## src/rtl/serial_addsub.sv

```systemverilog
// serial_addsub: bit-serial adder/subtractor, LSB first, one bit per clock.
// Define SERIAL_ADDSUB_PAR_OUT_EN to add the parallel `result` output.
module serial_addsub #(
   parameter int WIDTH = 8
) (
   input  logic             clk,
   input  logic             reset,
   input  logic             start,
   input  logic             sub,
   input  logic [WIDTH-1:0] a,
   input  logic [WIDTH-1:0] b,
   input  logic             stall,
   output logic             busy,
   output logic             sout,
   output logic             sout_valid,
   output logic             done,
   output logic             cout,
   output logic             overflow
`ifdef SERIAL_ADDSUB_PAR_OUT_EN
   ,
   output logic [WIDTH-1:0] result
`endif
);

   localparam int CW = $clog2(WIDTH);

   typedef enum logic {
      IDLE = 1'b0,
      RUN  = 1'b1
   } state_t;

   state_t           state, state_n;
   logic [WIDTH-1:0] sh_a, sh_a_n;
   logic [WIDTH-1:0] sh_b, sh_b_n;
   logic             carry, carry_n;
   logic [CW-1:0]    cnt, cnt_n;
   logic             busy_n;
   logic             sout_n;
   logic             sout_valid_n;
   logic             done_n;
   logic             cout_n;
   logic             overflow_n;

   logic             s;
   logic             c_out;
   logic             last;

`ifdef SERIAL_ADDSUB_PAR_OUT_EN
   logic [WIDTH-1:0] col, col_n;
   logic [WIDTH-1:0] result_n;
`endif

   // Single full adder on the operand LSBs and the carry flop.
   always_comb begin
      s     = sh_a[0] ^ sh_b[0] ^ carry;
      c_out = (sh_a[0] & sh_b[0]) |
              (sh_a[0] & carry) |
              (sh_b[0] & carry);
      last  = (cnt == CW'(WIDTH - 1));
   end

   // Next-state and output logic.
   always_comb begin
      state_n      = state;
      sh_a_n       = sh_a;
      sh_b_n       = sh_b;
      carry_n      = carry;
      cnt_n        = cnt;
      busy_n       = busy;
      sout_n       = sout;
      sout_valid_n = 1'b0;
      done_n       = 1'b0;
      cout_n       = cout;
      overflow_n   = overflow;
`ifdef SERIAL_ADDSUB_PAR_OUT_EN
      col_n        = col;
      result_n     = result;
`endif
      unique case (state)
         IDLE: begin
            if (start) begin
               sh_a_n  = a;
               sh_b_n  = sub ? ~b : b;
               carry_n = sub;
               cnt_n   = '0;
               busy_n  = 1'b1;
               state_n = RUN;
            end
         end
         RUN: begin
            if (!stall) begin
               sout_n       = s;
               sout_valid_n = 1'b1;
               carry_n      = c_out;
               sh_a_n       = {1'b0, sh_a[WIDTH-1:1]};
               sh_b_n       = {1'b0, sh_b[WIDTH-1:1]};
               cnt_n        = cnt + 1'b1;
`ifdef SERIAL_ADDSUB_PAR_OUT_EN
               col_n        = {s, col[WIDTH-1:1]};
`endif
               if (last) begin
                  // carry still holds the carry into the MSB here
                  done_n     = 1'b1;
                  cout_n     = c_out;
                  overflow_n = carry ^ c_out;
                  busy_n     = 1'b0;
                  cnt_n      = '0;
                  state_n    = IDLE;
`ifdef SERIAL_ADDSUB_PAR_OUT_EN
                  result_n   = {s, col[WIDTH-1:1]};
`endif
               end
            end
         end
         default: state_n = IDLE;
      endcase
   end

   // State and datapath registers; synchronous reset clears everything.
   always_ff @(posedge clk) begin
      if (reset) begin
         state      <= IDLE;
         sh_a       <= '0;
         sh_b       <= '0;
         carry      <= 1'b0;
         cnt        <= '0;
         busy       <= 1'b0;
         sout       <= 1'b0;
         sout_valid <= 1'b0;
         done       <= 1'b0;
         cout       <= 1'b0;
         overflow   <= 1'b0;
`ifdef SERIAL_ADDSUB_PAR_OUT_EN
         col        <= '0;
         result     <= '0;
`endif
      end else begin
         state      <= state_n;
         sh_a       <= sh_a_n;
         sh_b       <= sh_b_n;
         carry      <= carry_n;
         cnt        <= cnt_n;
         busy       <= busy_n;
         sout       <= sout_n;
         sout_valid <= sout_valid_n;
         done       <= done_n;
         cout       <= cout_n;
         overflow   <= overflow_n;
`ifdef SERIAL_ADDSUB_PAR_OUT_EN
         col        <= col_n;
         result     <= result_n;
`endif
      end
   end

endmodule

```

## config.mk

```make
export PLATFORM = sky130hd
export DESIGN_NAME = serial_addsub
export DESIGN_NICKNAME = d
export VERILOG_FILES = /design/src/rtl/serial_addsub.sv
export SDC_FILE = /design/constraint.sdc
export NUM_CORES = 1
export LEC_CHECK = 0
export CORE_MARGIN = 1.5
export CORE_UTILIZATION = 50
export DETAILED_ROUTE_END_ITERATION = 8
export GPL_TIMING_DRIVEN = 0
export PLACE_DENSITY = 0.78
export SLEW_MARGIN = 10
export SYNTH_ARGS = -nofsm -noshare
export SYNTH_HDL_FRONTEND = slang
export SYNTH_SLANG_ARGS = --single-unit
export TNS_END_PERCENT = 30
```

## constraint.sdc

```tcl
create_clock -name clk -period 1.5 [get_ports clk]
set_input_delay 0.225 -clock clk [delete_from_list [all_inputs] [get_ports clk]]
set_output_delay 0.225 -clock clk [all_outputs]
set_load 0.01 [all_outputs]
```

# --- Word-level counts from Yosys, hierarchy flattened ---
# Cells that the tools add are included.
totals:
  wordCells: 57
  reg_bits: 27
  input_bits: 21
op_classes:
  n_reduce_logical: 6
  eq_ne: 4
  n_mux: 24
  addsub: 1
  n_bitwise: 11
op_table:
  columns: ["operator", "n"]
  rows:
  - ["$mux 8", 5]
  - ["$pmux 8 s2", 2]
  - ["$mux 1", 10]
  - ["$mux 3", 3]
  - ["$not 8->8", 1]
  - ["$pmux 1 s2", 3]
  - ["$pmux 3 s2", 1]
  - ["$reduce_and 3->1", 2]
  - ["$ne 2x2->1 const B", 2]
  - ["$reduce_and 2->1", 2]
  - ["$add 3x1->3 const B", 1]
  - ["$and 1x1->1", 3]
  - ["$eq 3x3->1 const B", 1]
  - ["$reduce_or 3->1", 1]
  - ["$xor 1x1->1", 3]
  - ["$ne 2x1->1 const B", 1]
  - ["$not 1->1", 2]
  - ["$or 1x1->1", 2]
  - ["$reduce_or 2->1", 1]

# --- Logic depth before layout (Yosys ltp) ---
# Gate-level depths: netlist of the first run.
depth:
  depth_word: 5
  depth_mapped: 6

# --- Worst setup path after synthesis of the first run ---
# No wires, ideal clock.
synth_path:
  path_type: "reg-to-reg"
  start: "reg sh_a[0]"
  end: "reg overflow"
  t_arrival_ns: 1.149
  n_path_buf: 0
  slack_ns: 0.263
  stages_incl_launch_ff: 4
  setup_time_ns: 0.088
  path_cell_list: "dfxtp_1 fa_1 xnor2_1 a311oi_2"
synth_between:
  elab_chain_len: 4
  elab_cells_between_ends: 5
  cone_classes: "bitwise: 5"
synth_rtl:
  columns: ["element", "line", "source"]
  rows:
  - ["start, declared", "33", "logic [WIDTH-1:0] sh_a, sh_a_n;"]
  - ["start signal, assigned", "139", "sh_a <= sh_a_n;"]
  - ["$and 1x1->1 (on tied branches)", "56, 57", null]
  - ["$or 1x1->1 (*)", "56", "c_out = (sh_a[0] & sh_b[0]) |"]
  - ["$or 1x1->1 (*)", "57", "(sh_a[0] & carry) |"]
  - ["via c_out", "45", "logic c_out;"]
  - ["$xor 1x1->1 (*)", "105", "overflow_n = carry ^ c_out;"]
  - ["end signal, assigned", "148", "overflow <= overflow_n;"]
  - ["end, declared", "18", "output logic overflow"]
# Mark *: on every way through the listed nets, which the timed path passes. The rest lies on a longest branch.
# A chain may end at the register's enable or synchronous reset.

# --- Worst setup path in the final report of the first run ---
layout_path:
  start: "reg overflow"
  end: "out overflow"
# No word-level cell between the ends.

==> results of run 1 <==
## area by class of cell
cell class                      count  area (um^2)
Sequential cell                    27          542
Multi-Input combinational cell     99          689
Tap cell                           30         37.5
Clock buffer                        4         26.3
Inverter                            2         7.51
Fill cell                         211          867
Timing Repair Buffer               24          243
Buffer                             14          110
## registers in the layout, summed over array words and instances, names as in the netlist
signal	cells
overflow	1
sout	1
cout	1
busy	1
cnt	3
sout_valid	1
sh_a	8
state	1
sh_b	8
done	1
carry	1
## cell usage after synthesis, drive strengths merged (2+ instances only)
cell and number:
dfxtp 27, a21oi 15, nand3 12, buf 10
a211oi 9, nand2b 9, nor3 9, mux2i 8
xor2 8, nand2 7, o221ai 7, clkbuf 4
ha 3, nor2 3, inv 2, o21ai 2
## cell usage in the layout (no fill, tap or decap), types with 4 or more instances in the layout
cell,n
dfxtp_1,26
a21oi_1,14
nand2b_1,9
nand2_1,6
clkbuf_4,4
mux2i_1,8
buf_6,5
a211oi_1,9
clkdlybuf4s50_1,23
xor2_1,8
clkbuf_1,4
nand3_1,12
o221ai_1,7
buf_4,4
nor3_1,9
## worst min path at each step
| stage | start | to | slack (ns) | depth (start not counted) |
|---|---|---|---|---|
| floorplan | a[7] | sh_a[7] | 0.36 | 2 |
| global placement | sout | sout | 0.45 | 2 |
| detailed placement | sh_b[3] | sh_b[3] | 0.45 | 2 |
| CTS | reset | overflow | 0.30 | 2 |
| global route | reset | overflow | 0.32 | 2 |
| finish | reset | overflow | 0.29 | 2 |
## cell families after synthesis
logic type,share of synthesized area (%)
flops,40.1
simple gates,17.4
xor+xnor,5.85
fa+ha+maj,4.27
buf+inv,8.73
compound gates,17.7
mux,5.94
## power by group through the flow
stage               sequential (mW)  combinational [mW]  clock, mW
floorplan                     0.805               0.206          0
global placement              0.806               0.303          0
detailed placement            0.809               0.311          0
CTS                           0.793               0.312      0.324
global route                  0.800               0.342      0.344
finish                        0.793               0.311      0.319
## routing by layer
metal	vias to the layer above	routed length, um	GRT usage (%)
li1	566	-	-
met1	538	1310	28.6
met2	30	1350	35.9
met3	5	128	2.42
met4	0	45	8.13
met5	-	0	0
## metrics by stage
stage	TNS (ns)	hold slack [ns]	setup slack, ns	utilization, %	total power, mW
after floorplan	0	0.361	0.263	-	1.01
after global placement	-0.0287	0.447	-0.0102	64.4	1.11
after detailed placement	-0.212	0.452	-0.0574	64.4	1.12
after CTS	0	0.303	0.0265	65.5	1.43
after global routing	0	0.319	0.00968	65.6	1.49
final	0	0.289	0.0571	65.6	1.42
==> impl_results.md, run 1 <==
* CP max FO at 2
* Worst EP required at ~1.3 ns
* Max stage delay cell, worst path: clkdlybuf4s50_1
* Cell variety after synth at 28
* GRT Overall Usage at 21.5%
* Hold_buf cts at 0
* Starting Density at 53.4%
* Cell depth of the worst flop-to-flop path at 3
* Synthesized cell area at between 0.001 and 0.0015 mm^2
* Hold crit path type: in2reg
* Endpoints failing hold at 0
* Setup violations, final at 0
* Switching Power at 0.390 mW
* Max Freq at 693 MHz
* Fin crit period at 1.44 ns
* Register bit total from synthesis at 27
* Syn Nets at 167
* Worst-Margin Slew at about 0.51 ns
* # IOs at 27
* Post-Place Cells at 196
* Sequential cell area fraction in the yosys report at 40.1%
* Post-CTS setup buffer count at 0
* Final WL at approximately 2800 um
* First-pass GRT wire length at roughly 4700 um
* # DRC at 0
* Worst-path cell chain: clkdlybuf4s50_1
* Vias per Instance at 5.70
* Power Dens Cells at 860 mW/mm^2
* Hpwl dp at 2070 um
* Crit path DAT at 1.22 ns
* Vias at 1139
* Dominant synthesized flop cell: dfxtp_1
* Antenna Violating Nets Remaining at 0
* Final period utilization at 96.2%
* Comb pwr share at 21.8%
* Synthesized area per cell at about 9.5 um^2
* Die span in x at 54.9 um
* Critical path type: reg2out
* Fin nets at 196
* Area grow syn2layout at 22.8%
* CP max stage delay at 0.53 ns
* Share of Yosys cell area claimed by the top area cell type at roughly two fifths
* RR Endpoint: overflow
* VDD IR max at 0.636 mV
* Internal Dissipation at ~1.0 mW
* Count of input and output buffers at 24
* FP Rows at 18
* Top post-synthesis cells by area: dfxtp_1, mux2i_1, a21oi_1
* Final instance area at around 0.0017 mm^2
* Worst Setup EP: overflow
* Drt pass-1 iters at 4
* First DRT Iteration DRCs at 13
* Maxcap violations at 0
* DR WL/cell at 14.2 um
* Flop pwr share at 55.7%
* Slew HR at 65.7%
* Longest Clk Path Bufs at 2
* Syn Inst Count at ~140
* EDFF count, synth at 0
* Clk_lat worst skew at 0.33 ns
* Post-DP Area at 0.00163 mm^2
* Crit path from: overflow
* Leak Pwr at roughly 0.63 nW
* Root Driver: clkbuf_4
* Clock power share at between 20 and 25%
* Worst setup EP type: output port
* CP startpoint kind: flip-flop
* RSZ-0062 raised after global routing: false
* Crit path buf inv count at 1
* Vias in the first global route at 1053
* Critical path depth in cells at 1
* Core footprint at roughly 0.0025 mm^2
* Die area at 0.00302 mm^2
* Layout cells sized above 1 at 11.8%
* Die Y at 54.9 um
* RD Place Congestion at between 0.7 and 0.8
* Clock tree from TritonCTS: done
* Top cell family by delay on the critical path: buffers and inverters
* Largest net degree at the start of global routing at 15
* Post_cts resized at 0
* Finished Layout Cells at 200
* Clock transition at path regs at 0.14 ns
* Cell accounting for the most synthesized area: dfxtp_1
* Asr flop ratio synth at 0%
* Switching Fraction at a little over a quarter
* N_diodes at 0
* Antenna violations before repair at 0
* Grt ovf at 0
* H-tree levels at 1
* Skew final at 0.00156 ns
* CTS Sinks at 27
* Slew Limit Fails at 0
* Syn. warnings at 0
* FF-to-FF setup slack at 0.18 ns
* RR Startpoint: sh_a[0]
* Outcome: complete, no violations
* CTS Buf Count at 3
Power figures use the tool's default switching activity.
==> run 2: changes to the inputs <==
CORE_UTILIZATION = 40   (was 50)
PLACE_DENSITY = unset   (was 0.78)
==> impl_results.md, run 2 (synthesized netlist as in run 1, its figures left out) <==
* GRT Overall Usage at 16.7%
* CP max FO at 2
* Post-CTS setup buffer count at 0
* Flop pwr share at 55.7%
* Commonest non-fill, non-tap cell in the layout: dfxtp_1
* Critical path depth in cells at 1
* First-pass GRT wire length at 4600 um
* Finished Layout Cells at 214
* Power Dens Cells at 847 mW/mm^2
* Antenna violations before repair at 0
* Post_cts resized at 0
* Final period utilization at 95.2%
* Fin crit period at 1.43 ns
* Die Y at 61.0 um
* Hold path endpoint: sh_b[7]
* Post-Place Cells at 210
* Worst EP required at 1.27 ns
* Max stage delay cell, worst path: clkdlybuf4s50_1
* Die area at between 0.003 and 0.004 mm^2
* Overall power at 1.42 mW
* Drt pass-1 iters at 4
* Vias in the first global route at 985
* Worst hold path depth at 4
* Setup violations, final at 0
* Switching Power at 0.387 mW
* Vias per Instance at ~5.2
* Root Driver: clkbuf_4
* Crit path DAT at roughly 1.2 ns
* Worst-path cell chain: clkdlybuf4s50_1
* Most frequent cells in the layout: dfxtp_1, clkdlybuf4s50_1, a21oi_1, nand3_1
* Fin Setup TNS at 0 ns
* Grt ovf at 0
* Hold_sp: sub
* Clock tree from TritonCTS: done
* Final WL at 2850 um
* Worst-Margin Slew at between 0.4 and 0.5 ns
* Endpoints failing hold at 0
* Layout cells sized above 1 at about 11%
* Maxcap violations at 0
* Hold crit path type: in2reg
* # IOs at 27
* Hold_buf cts at 0
* Clock power share at 22.5%
* DR WL/cell at 13.3 um
* Leak Pwr at 0.668 nW
* Outcome: complete, no violations
* Slew HR at 67.9%
* Cell depth of the worst flop-to-flop path at 3
* Critical path type: reg2out
* Worst setup EP type: output port
* CTS Sinks at 27
* Crit path buf inv count at 1
* Clk_lat worst skew at roughly 0.33 ns
* RR Startpoint: sh_a[0]
* Switching Fraction at a little over a quarter
* FF-to-FF setup slack at 0.19 ns
* Comb pwr share at 21.8%
* RR Endpoint: overflow
* Die span in x at just over 60 um
* CP startpoint kind: flip-flop
* Clock transition at path regs at 0.15 ns
* VDD IR max at 0.449 mV
* Internal Dissipation at roughly 1.0 mW
* Area grow syn2layout at 24.4%
* FP Rows at 20
* Skew final at 0.00816 ns
* First DRT Iteration DRCs at 42
* Antenna Violating Nets Remaining at 0
* RSZ-0062 raised after global routing: false
* N_diodes at 0
* RD Place Congestion at 0.772
* Vias at 1123
* Core footprint at 0.00313 mm^2
* CTS Buf Count at 3
* Fin nets at 196
* CP max stage delay at 0.53 ns
* Count of input and output buffers at 24
* Hold slack at between 0.2 and 0.3 ns
* # DRC at 0
* Slew Limit Fails at 0
* H-tree levels at 1
* Top flop regs: sh_a: 8 flops, sh_b: 8 flops, cnt: 3 flops
* Hpwl dp at 2110 um
* Fill cells at 299
* Starting Density at 43.1%
* Max Freq at 700 MHz
* Largest net degree at the start of global routing at 15
* Top cell family by delay on the critical path: buffers and inverters
* Longest Clk Path Bufs at 2
==> run 2: cell types whose count changed in the layout (fill, tap and decap cells not counted), sizes merged <==
| cell | previous run | this run |
|---|---|---|
| clkdlybuf4s50 | 23 | 21 |
| dlymetal6s2s | 1 | 3 |
==> run 2: through the flow <==
stage | utilization (%) | instance area (um^2) | setup WS, ns
floorplan | - | 1350 | 0.263
global placement | 52.5 | 1640 | -0.0277
detailed placement | 52.5 | 1640 | -0.0451
CTS | 53.4 | 1670 | 0.0286
global route | 53.6 | 1680 | 0.00497
finish | 53.6 | 1680 | 0.0715
==> run 2: per-layer routing <==
metal | up-vias | wire, um | share of wire (%) | global-route usage (%)
met3 | 2 | 138 | 4.8 | 3.78
met5 | - | 0 | 0 | 0
li1 | 568 | - | - | -
met1 | 527 | 1360 | 48 | 22.2
met2 | 26 | 1340 | 47 | 27.7
met4 | 0 | 12 | 0.42 | 3.73
==> run 2: how the worst max path moves through the flow <==
stage / startpoint / endpoint / slack, ns
global placement: stall / sh_b[5] / -0.03
finish: busy / busy / 0.07
floorplan: sh_a[0] / overflow / 0.26
global route: busy / busy / 0.005
detailed placement: stall / sout / -0.05
CTS: sout / sout / 0.03
==> run 2: power by group through the flow <==
stage          combinational (mW)  clock, mW  sequential [mW]
3_3_place_gp                0.305          0            0.806
2_1_floorplan               0.206          0            0.805
5_1_grt                     0.339      0.370            0.798
3_5_place_dp                0.312          0            0.808
6_report                    0.310      0.320            0.791
4_1_cts                     0.313      0.330            0.792
==> run 2: cell type report <==
| class | count | area [um^2] | share of cell area [%] |
|---|---|---|---|
| multi-input combinational | 99 | 689 | 41.1 |
| sequential | 27 | 541 | 32.2 |
| timing repair buffer | 24 | 248 | 14.8 |
| buffer | 14 | 110 | 6.57 |
| tap | 44 | 55.1 | 3.28 |
| clock buffer | 4 | 26.3 | 1.57 |
| inverter | 2 | 7.51 | 0.448 |
==> run 3: changes to the inputs <==
CTS_CLUSTER_DIAMETER = 50   (was unset)
==> results of run 3 <==
Same layout as run 2: the final DEF is identical, and so are final timing and power.
